--- config.mk ---
export PLATFORM = sky130hd
export DESIGN_NAME = doodle_physics
export DESIGN_NICKNAME = d
export VERILOG_FILES = /design/src/rtl/doodle_pkg.sv /design/src/rtl/doodle_x_axis.sv /design/src/rtl/doodle_physics.sv
export SDC_FILE = /design/constraint.sdc
export NUM_CORES = 1
export LEC_CHECK = 0
export ABC_AREA = 0
export ABC_CLOCK_PERIOD_IN_PS = 3850
export BUFFER_PORTS_ARGS = -buffer_cell sky130_fd_sc_hd__buf_4
export CAP_MARGIN = 0
export CORE_MARGIN = 4
export CORE_UTILIZATION = 55
export DETAILED_ROUTE_END_ITERATION = 10
export GPL_ROUTABILITY_DRIVEN = 0
export PLACE_DENSITY = 0.78
export SLEW_MARGIN = 20
export SYNTH_ARGS = -nofsm -noshare
export SYNTH_HDL_FRONTEND = slang
export SYNTH_SLANG_ARGS = --single-unit
--- constraint.sdc ---
create_clock -name Clk -period 3.85 [get_ports Clk]
set_input_delay 0.1925 -clock Clk [delete_from_list [all_inputs] [get_ports Clk]]
set_output_delay 0.1925 -clock Clk [all_outputs]
set_load 0.02 [all_outputs]
--- src/rtl/doodle_pkg.sv ---
// Shared game-state encoding and keyboard constants for the Doodle Jump motion engine.
package doodle_pkg;

    typedef enum logic [1:0] {
        IDLE = 2'b00,
        PLAY = 2'b01,
        DEAD = 2'b10
    } game_state_e;

    localparam logic [7:0] KEY_D     = 8'd7;
    localparam logic [7:0] KEY_RIGHT = 8'd79;
    localparam logic [7:0] KEY_A     = 8'd4;
    localparam logic [7:0] KEY_LEFT  = 8'd80;

    function automatic logic key_is_right(input logic [7:0] key);
        return (key == KEY_D) || (key == KEY_RIGHT);
    endfunction

    function automatic logic key_is_left(input logic [7:0] key);
        return (key == KEY_A) || (key == KEY_LEFT);
    endfunction

endpackage

--- src/rtl/doodle_x_axis.sv ---
// Horizontal motion: keycode decode, per-frame step and wrap-around at the playfield edges.
module doodle_x_axis
    import doodle_pkg::*;
#(
    parameter int X_W      = 10,
    parameter int X_MIN    = 0,
    parameter int X_MAX    = 639,
    parameter int X_CENTER = 320,
    parameter int X_SPEED  = 2
) (
    input  logic           Clk,
    input  logic           Reset_n,
    input  logic           frame_tick,
    input  logic           enable,
    input  logic           spawn,
    input  logic [7:0]     keycode,
    output logic [X_W-1:0] pos_x
);

    localparam logic [X_W:0]   MIN_W    = (X_W+1)'(X_MIN);
    localparam logic [X_W:0]   MAX_W    = (X_W+1)'(X_MAX);
    localparam logic [X_W:0]   SPEED_W  = (X_W+1)'(X_SPEED);
    localparam logic [X_W-1:0] CENTER_V = X_W'(X_CENTER);

    logic [X_W-1:0] pos_x_r;
    logic [X_W-1:0] x_step_s;
    logic [X_W:0]   x_wide_s;
    logic [X_W:0]   x_right_s;
    logic [X_W:0]   x_left_s;

    assign x_wide_s  = {1'b0, pos_x_r};
    assign x_right_s = x_wide_s + SPEED_W;
    assign x_left_s  = x_wide_s - SPEED_W;

    // Next X for the held key, wrapping to the opposite edge when leaving the playfield
    always_comb begin
        x_step_s = pos_x_r;
        if (key_is_right(keycode)) begin
            if (x_right_s > MAX_W) begin
                x_step_s = MIN_W[X_W-1:0];
            end else begin
                x_step_s = x_right_s[X_W-1:0];
            end
        end else if (key_is_left(keycode)) begin
            if (x_wide_s < (MIN_W + SPEED_W)) begin
                x_step_s = MAX_W[X_W-1:0];
            end else begin
                x_step_s = x_left_s[X_W-1:0];
            end
        end else begin
            x_step_s = pos_x_r;
        end
    end

    // X position register; spawn reload wins over the frame step
    always_ff @(posedge Clk or negedge Reset_n) begin
        if (!Reset_n) begin
            pos_x_r <= CENTER_V;
        end else if (spawn) begin
            pos_x_r <= CENTER_V;
        end else if (enable && frame_tick) begin
            pos_x_r <= x_step_s;
        end else begin
            pos_x_r <= pos_x_r;
        end
    end

    assign pos_x = pos_x_r;

endmodule

--- src/rtl/doodle_physics.sv ---
// Doodle Jump character motion: Y physics under gravity, platform bounce, scroll request
// and the IDLE/PLAY/DEAD game state; X motion is delegated to doodle_x_axis.
module doodle_physics
    import doodle_pkg::*;
#(
    parameter int X_W         = 10,
    parameter int Y_W         = 10,
    parameter int VEL_W       = 8,
    parameter int X_MIN       = 0,
    parameter int X_MAX       = 639,
    parameter int Y_MAX       = 479,
    parameter int X_CENTER    = 320,
    parameter int Y_CENTER    = 240,
    parameter int SIZE        = 4,
    parameter int GRAVITY     = 1,
    parameter int JUMP_VEL    = 12,
    parameter int SPRING_VEL  = 20,
    parameter int MAX_FALL    = 10,
    parameter int X_SPEED     = 2,
    parameter int SCROLL_LINE = 160
) (
    input  logic                    Clk,
    input  logic                    Reset_n,
    input  logic                    frame_tick,
    input  logic [7:0]              keycode,
    input  logic                    start,
    input  logic                    land_hit,
    input  logic                    spring_hit,
    output logic [X_W-1:0]          pos_x,
    output logic [Y_W-1:0]          pos_y,
    output logic signed [VEL_W-1:0] vel_y,
    output logic [1:0]              state,
    output logic                    jump_pulse,
    output logic [Y_W-1:0]          scroll_amt,
    output logic                    dead
);

    localparam int YS_W = Y_W + 2;

    localparam logic signed [YS_W-1:0]  Y_MAX_S    = YS_W'(Y_MAX);
    localparam logic signed [YS_W-1:0]  SIZE_S     = YS_W'(SIZE);
    localparam logic signed [YS_W-1:0]  SCROLL_S   = YS_W'(SCROLL_LINE);
    localparam logic [Y_W-1:0]          Y_SPAWN    = Y_W'(Y_CENTER);
    localparam logic [Y_W-1:0]          SCROLL_Y   = Y_W'(SCROLL_LINE);
    localparam logic signed [VEL_W-1:0] JUMP_V     = VEL_W'(-JUMP_VEL);
    localparam logic signed [VEL_W-1:0] SPRING_V   = VEL_W'(-SPRING_VEL);
    localparam logic signed [VEL_W-1:0] MAX_FALL_V = VEL_W'(MAX_FALL);
    localparam logic signed [VEL_W:0]   GRAV_S     = (VEL_W+1)'(GRAVITY);
    localparam logic signed [VEL_W:0]   MAX_FALL_S = (VEL_W+1)'(MAX_FALL);

    game_state_e             state_r,  state_nxt_s;
    logic [Y_W-1:0]          pos_y_r,  pos_y_nxt_s;
    logic signed [VEL_W-1:0] vel_y_r,  vel_nxt_s;
    logic [Y_W-1:0]          scroll_r, scroll_nxt_s;
    logic                    jump_r,   jump_nxt_s;
    logic                    dead_r,   dead_nxt_s;

    logic signed [YS_W-1:0]  y_next_s;
    logic signed [YS_W-1:0]  scroll_diff_s;
    logic signed [VEL_W:0]   vel_inc_s;
    logic signed [VEL_W-1:0] vel_grav_s;
    logic                    die_s;
    logic                    bounce_s;
    logic                    x_spawn_s;

    // Position and velocity are widened to a common signed range so upward motion
    // past the top edge and the death test near the bottom compare correctly.
    assign y_next_s      = $signed({2'b00, pos_y_r})
                         + $signed({{(YS_W-VEL_W){vel_y_r[VEL_W-1]}}, vel_y_r});
    assign scroll_diff_s = SCROLL_S - y_next_s;
    assign die_s         = (y_next_s + SIZE_S) > Y_MAX_S;
    assign bounce_s      = land_hit && !vel_y_r[VEL_W-1];
    assign vel_inc_s     = $signed({vel_y_r[VEL_W-1], vel_y_r}) + GRAV_S;
    assign vel_grav_s    = (vel_inc_s > MAX_FALL_S) ? MAX_FALL_V : vel_inc_s[VEL_W-1:0];
    assign x_spawn_s     = (state_r == DEAD) && start;

    // Game-state FSM and per-frame Y physics
    always_comb begin
        state_nxt_s  = state_r;
        pos_y_nxt_s  = pos_y_r;
        vel_nxt_s    = vel_y_r;
        scroll_nxt_s = scroll_r;
        jump_nxt_s   = 1'b0;
        dead_nxt_s   = dead_r;
        case (state_r)
            IDLE: begin
                pos_y_nxt_s  = Y_SPAWN;
                scroll_nxt_s = '0;
                dead_nxt_s   = 1'b0;
                if (start) begin
                    state_nxt_s = PLAY;
                    vel_nxt_s   = JUMP_V;
                end else begin
                    vel_nxt_s   = '0;
                end
            end
            PLAY: begin
                if (!frame_tick) begin
                    state_nxt_s = PLAY;
                end else if (die_s) begin
                    state_nxt_s  = DEAD;
                    vel_nxt_s    = '0;
                    scroll_nxt_s = '0;
                    dead_nxt_s   = 1'b1;
                end else begin
                    if (bounce_s) begin
                        vel_nxt_s  = spring_hit ? SPRING_V : JUMP_V;
                        jump_nxt_s = 1'b1;
                    end else begin
                        vel_nxt_s  = vel_grav_s;
                    end
                    if (y_next_s < SCROLL_S) begin
                        pos_y_nxt_s  = SCROLL_Y;
                        scroll_nxt_s = scroll_diff_s[Y_W-1:0];
                    end else begin
                        pos_y_nxt_s  = y_next_s[Y_W-1:0];
                        scroll_nxt_s = '0;
                    end
                end
            end
            DEAD: begin
                if (start) begin
                    state_nxt_s  = IDLE;
                    pos_y_nxt_s  = Y_SPAWN;
                    vel_nxt_s    = '0;
                    scroll_nxt_s = '0;
                    dead_nxt_s   = 1'b0;
                end else begin
                    state_nxt_s  = DEAD;
                end
            end
            default: begin
                state_nxt_s  = IDLE;
                pos_y_nxt_s  = Y_SPAWN;
                vel_nxt_s    = '0;
                scroll_nxt_s = '0;
                dead_nxt_s   = 1'b0;
            end
        endcase
    end

    // State and Y-axis output registers
    always_ff @(posedge Clk or negedge Reset_n) begin
        if (!Reset_n) begin
            state_r  <= IDLE;
            pos_y_r  <= Y_SPAWN;
            vel_y_r  <= '0;
            scroll_r <= '0;
            jump_r   <= 1'b0;
            dead_r   <= 1'b0;
        end else begin
            state_r  <= state_nxt_s;
            pos_y_r  <= pos_y_nxt_s;
            vel_y_r  <= vel_nxt_s;
            scroll_r <= scroll_nxt_s;
            jump_r   <= jump_nxt_s;
            dead_r   <= dead_nxt_s;
        end
    end

    doodle_x_axis #(
        .X_W      (X_W),
        .X_MIN    (X_MIN),
        .X_MAX    (X_MAX),
        .X_CENTER (X_CENTER),
        .X_SPEED  (X_SPEED)
    ) u_x_axis (
        .Clk        (Clk),
        .Reset_n    (Reset_n),
        .frame_tick (frame_tick),
        .enable     (state_r == PLAY),
        .spawn      (x_spawn_s),
        .keycode    (keycode),
        .pos_x      (pos_x)
    );

    assign pos_y      = pos_y_r;
    assign vel_y      = vel_y_r;
    assign state      = state_r;
    assign jump_pulse = jump_r;
    assign scroll_amt = scroll_r;
    assign dead       = dead_r;

endmodule

==> flow_summary.yaml <==
status:
  result_of_the_run: "completed"
synth:
  synth_top_area_frac: 0.260
  synth-warning-count: 0
  synth.largest_area_cell: "sky130_fd_sc_hd__dfrtp_1"
  synth_enable_flop_cells: 0
  netlist_top_cells_area: "sky130_fd_sc_hd__dfrtp_1 26%, sky130_fd_sc_hd__ha_1 6.5%, sky130_fd_sc_hd__dfstp_2 4.6%"
  avgSynthCellArea_um2: 8.65
  netlist_instances: 400
  yosys_register_bits: 42
  synth_sequential_area_ratio: 0.306
  ys_async_sr_fraction: 1.00
  synth.distinct_cells: 79
  postSynthNetCount: 433
  netlist_area_um2: 3460
  synth_flop_cell: "sky130_fd_sc_hd__dfrtp_1"
layout:
  finalCoreUtilization: 0.663
  syn2layout_area_growth_pct: 15.6
  fin_nets: 481
  num_antenna_cells: 0
  drive_above_1_share: 0.225
  fill_cells: 518
sta:
  slew_headroom: 0.450
  rsz0062_at_grt: "false"
  final_critical_delay_including_setup_and_external_delays_ns: 3.44
  fmax_mhz: 291
  report.final.setup_viol: 0
  setup_slack_ns: 0.412
  report.final.hold_viol_count: 0
  finalClockSkew_ns: 0.00644
  tns_setup_ns: 0
  worst_pin_slew_ns: 0.819
  final-max-slew-violation-count: 0
  post_route_fraction_of_the_period_consumed_by_the_critical_path: 0.893
setup_path:
  reg2reg_setup_slack_ns: 0.41
  rr_startpoint: "vel_y[0]$_DFFE_PN0P_"
  timing.critical_path.from: "vel_y[0]$_DFFE_PN0P_"
  crit_path_max_fanout: 8
  start_kind: "flip-flop"
  worstPathRequired_ns: 4.07
  critical_path.reg2reg.endpoint: "pos_y[3]$_DFFE_PN0P_"
  crit_arrival_ns: 3.66
  rr_worst_depth: 11
  path_class: "reg -> reg"
  end_kind: "flip-flop"
floorplanning:
  floorplan.initialDensity: 0.574
  fp-row-count: 28
  fp.dieW_um: 87.3
  die_h_um: 87.3
  floorplan.io_pins: 56
  dieArea_um2: 7620
  core_box_area_um2: 6030
routing:
  antenna_left: 0
  firstDrtPassIters: 4
  initialDrtViolationCount: 243
  totalWireLength_mm: 9.04
  via_density_per_instance: 6.23
  detail_route.wl_per_cell_um: 17.2
  count_of_vias_placed_by_the_detailed_router: 3262
  residual_drc: 0
place:
  post-dp-hpwl_mm: 6.88
  dpl_worst_slack_ns: 0.493
  placement.io_buffers: 55
clock_tree:
  cts.htree.levels: 2
  post_cts_resized: 0
  clkTransAtPathRegs_ns: 0.08
  cts_max_path_buffers: 2
  clock-root-buffer: "sky130_fd_sc_hd__clkbuf_8"
  cts_tree: "yes"
  cts_buffers: 5
  tritoncts_num_sinks: 42
  clock_latency_ns: 0.30
global_routing:
  grt_remaining_overflow: 0
  grt_start_max_net_pins: 43
  grt_usage: 0.241
  grt_first_pass_wirelength_mm: 14.7
  grt_pass1_vias: 3013
  antenna_found_initial: 0
power:
  vdd.ir_drop.worst_mv: 0.559
  power_density_nw_per_um2: 1040
  leakagePower_uw: 0.00177
min_path:
  min-delay-path-class: "in -> reg"
  hp-start: "frame_tick"
  worstHoldPathCells: 2
  timing.hold.worst_endpoint: "state[0]$_DFFE_PN0P_"
job:
  cap_viol_max_count: 0
Yosys cell counts, drive strengths merged, types with 3 or more instances:
cell    count
nand3      10
ha         18
xnor2      18
a31oi       6
nor3       22
a221o       5
o21ai      36
and2        3
nand2b      4
dfstp       6
o22ai       6
clkbuf     11
a21oi      26
o21bai      3
dfrtp      36
mux2i       5
and3        6
xor2        8
inv        18
nand2      37
a22o        4
or3         5
buf         6
o211ai      6
nor2       29
a211oi      9
o21a        4
nand4       4
o31ai       5
nor2b       5
power breakdown:
group	leakage, uW	total, uW	internal [uW]	switching (uW)
Combinational	0.00118	2970	1220	1750
Clock	0.0000472	304	144	159
Sequential	0.000547	890	605	284
cell families after synthesis:
group,synth area share
flip-flops,0.306
buffers and inverters,0.0459
AND/OR/NAND/NOR,0.208
XOR/XNOR,0.0680
AO/OA/AOI/OAI,0.280
adder cells (fa/ha/maj),0.0709
multiplexers,0.0210
cell type report:
class / instances / area, um2 / share of cell area
clock buffers: 6 / 82.6 / 0.0207
well taps: 75 / 93.8 / 0.0235
repair buffers: 58 / 438 / 0.110
inverters: 19 / 71.3 / 0.0178
clock inverters: 2 / 12.5 / 0.00313
flip-flops and latches: 42 / 1060 / 0.265
multi-input cells: 322 / 2240 / 0.561
through the flow:
stage	hold slack, ns	power [uW]	instances	cell area, um2
2_1_floorplan	-0.103	3140	400	3460
3_3_place_gp	0.191	3750	515	3890
3_5_place_dp	0.207	3810	515	3890
4_1_cts	0.0912	4120	524	4000
5_1_grt	0.0846	4500	524	4000
6_report	0.0964	4160	524	4000
registers in the layout, indices dropped and copies added (netlist names):
name and flops:
state 2, dead 1, pos_y 10, vel_y 8
jump_pulse 1, u_x_axis.pos_x 10, scroll_amt 10
worst max-delay path, stage by stage, from the launching register on:
cell and delay [ns]:
sky130_fd_sc_hd__dfrtp_1 0.51, sky130_fd_sc_hd__ha_1 0.24, sky130_fd_sc_hd__inv_1 0.06, sky130_fd_sc_hd__fa_1 0.43
sky130_fd_sc_hd__and2b_2 0.29, sky130_fd_sc_hd__o211ai_1 0.13, sky130_fd_sc_hd__a21oi_1 0.22, sky130_fd_sc_hd__xnor2_1 0.32
sky130_fd_sc_hd__nor2_1 0.12, sky130_fd_sc_hd__a311oi_1 0.73, sky130_fd_sc_hd__nand2_1 0.14, sky130_fd_sc_hd__mux2i_1 0.17
placed cells by master, fill, tap and decap left out, types with 6 or more instances in the layout:
cell type / n
sky130_fd_sc_hd__a211oi_1: 7
sky130_fd_sc_hd__a21oi_1: 26
sky130_fd_sc_hd__a31oi_1: 6
sky130_fd_sc_hd__and3_1: 6
sky130_fd_sc_hd__buf_4: 57
sky130_fd_sc_hd__clkbuf_8: 6
sky130_fd_sc_hd__dfrtp_1: 36
sky130_fd_sc_hd__dfstp_2: 6
sky130_fd_sc_hd__ha_1: 18
sky130_fd_sc_hd__inv_1: 18
sky130_fd_sc_hd__nand2_1: 36
sky130_fd_sc_hd__nand3_1: 9
sky130_fd_sc_hd__nor2_1: 29
sky130_fd_sc_hd__nor3_1: 20
sky130_fd_sc_hd__o21ai_0: 20
sky130_fd_sc_hd__o21ai_1: 14
sky130_fd_sc_hd__xnor2_1: 18
sky130_fd_sc_hd__xor2_1: 7
timing repair:
action	in CTS	in global routing
hold endpoints to repair	36	0
setup buffers	0	0
hold buffers	1	0
per-layer routing:
| metal | global-route usage | part of all wire | vias to the layer above |
|---|---|---|---|
| met1 | 0.349 | 0.47 | 1556 |
| met4 | 0.0669 | 0.015 | 0 |
| met5 | 0 | 0 | - |
| li1 | - | - | 1571 |
| met3 | 0.0416 | 0.064 | 12 |
| met2 | 0.369 | 0.45 | 123 |
worst max-delay path by stage:
stage / cells after the start / end
floorplan: 12 / pos_y[4]$_DFFE_PN1P_
global placement: 11 / scroll_amt[0]$_DFFE_PN0P_
detailed placement: 11 / pos_y[3]$_DFFE_PN0P_
CTS: 11 / pos_y[3]$_DFFE_PN0P_
global route: 11 / pos_y[2]$_DFFE_PN0P_
finish: 11 / pos_y[3]$_DFFE_PN0P_
No activity file was read; power rests on OpenSTA's default activity.
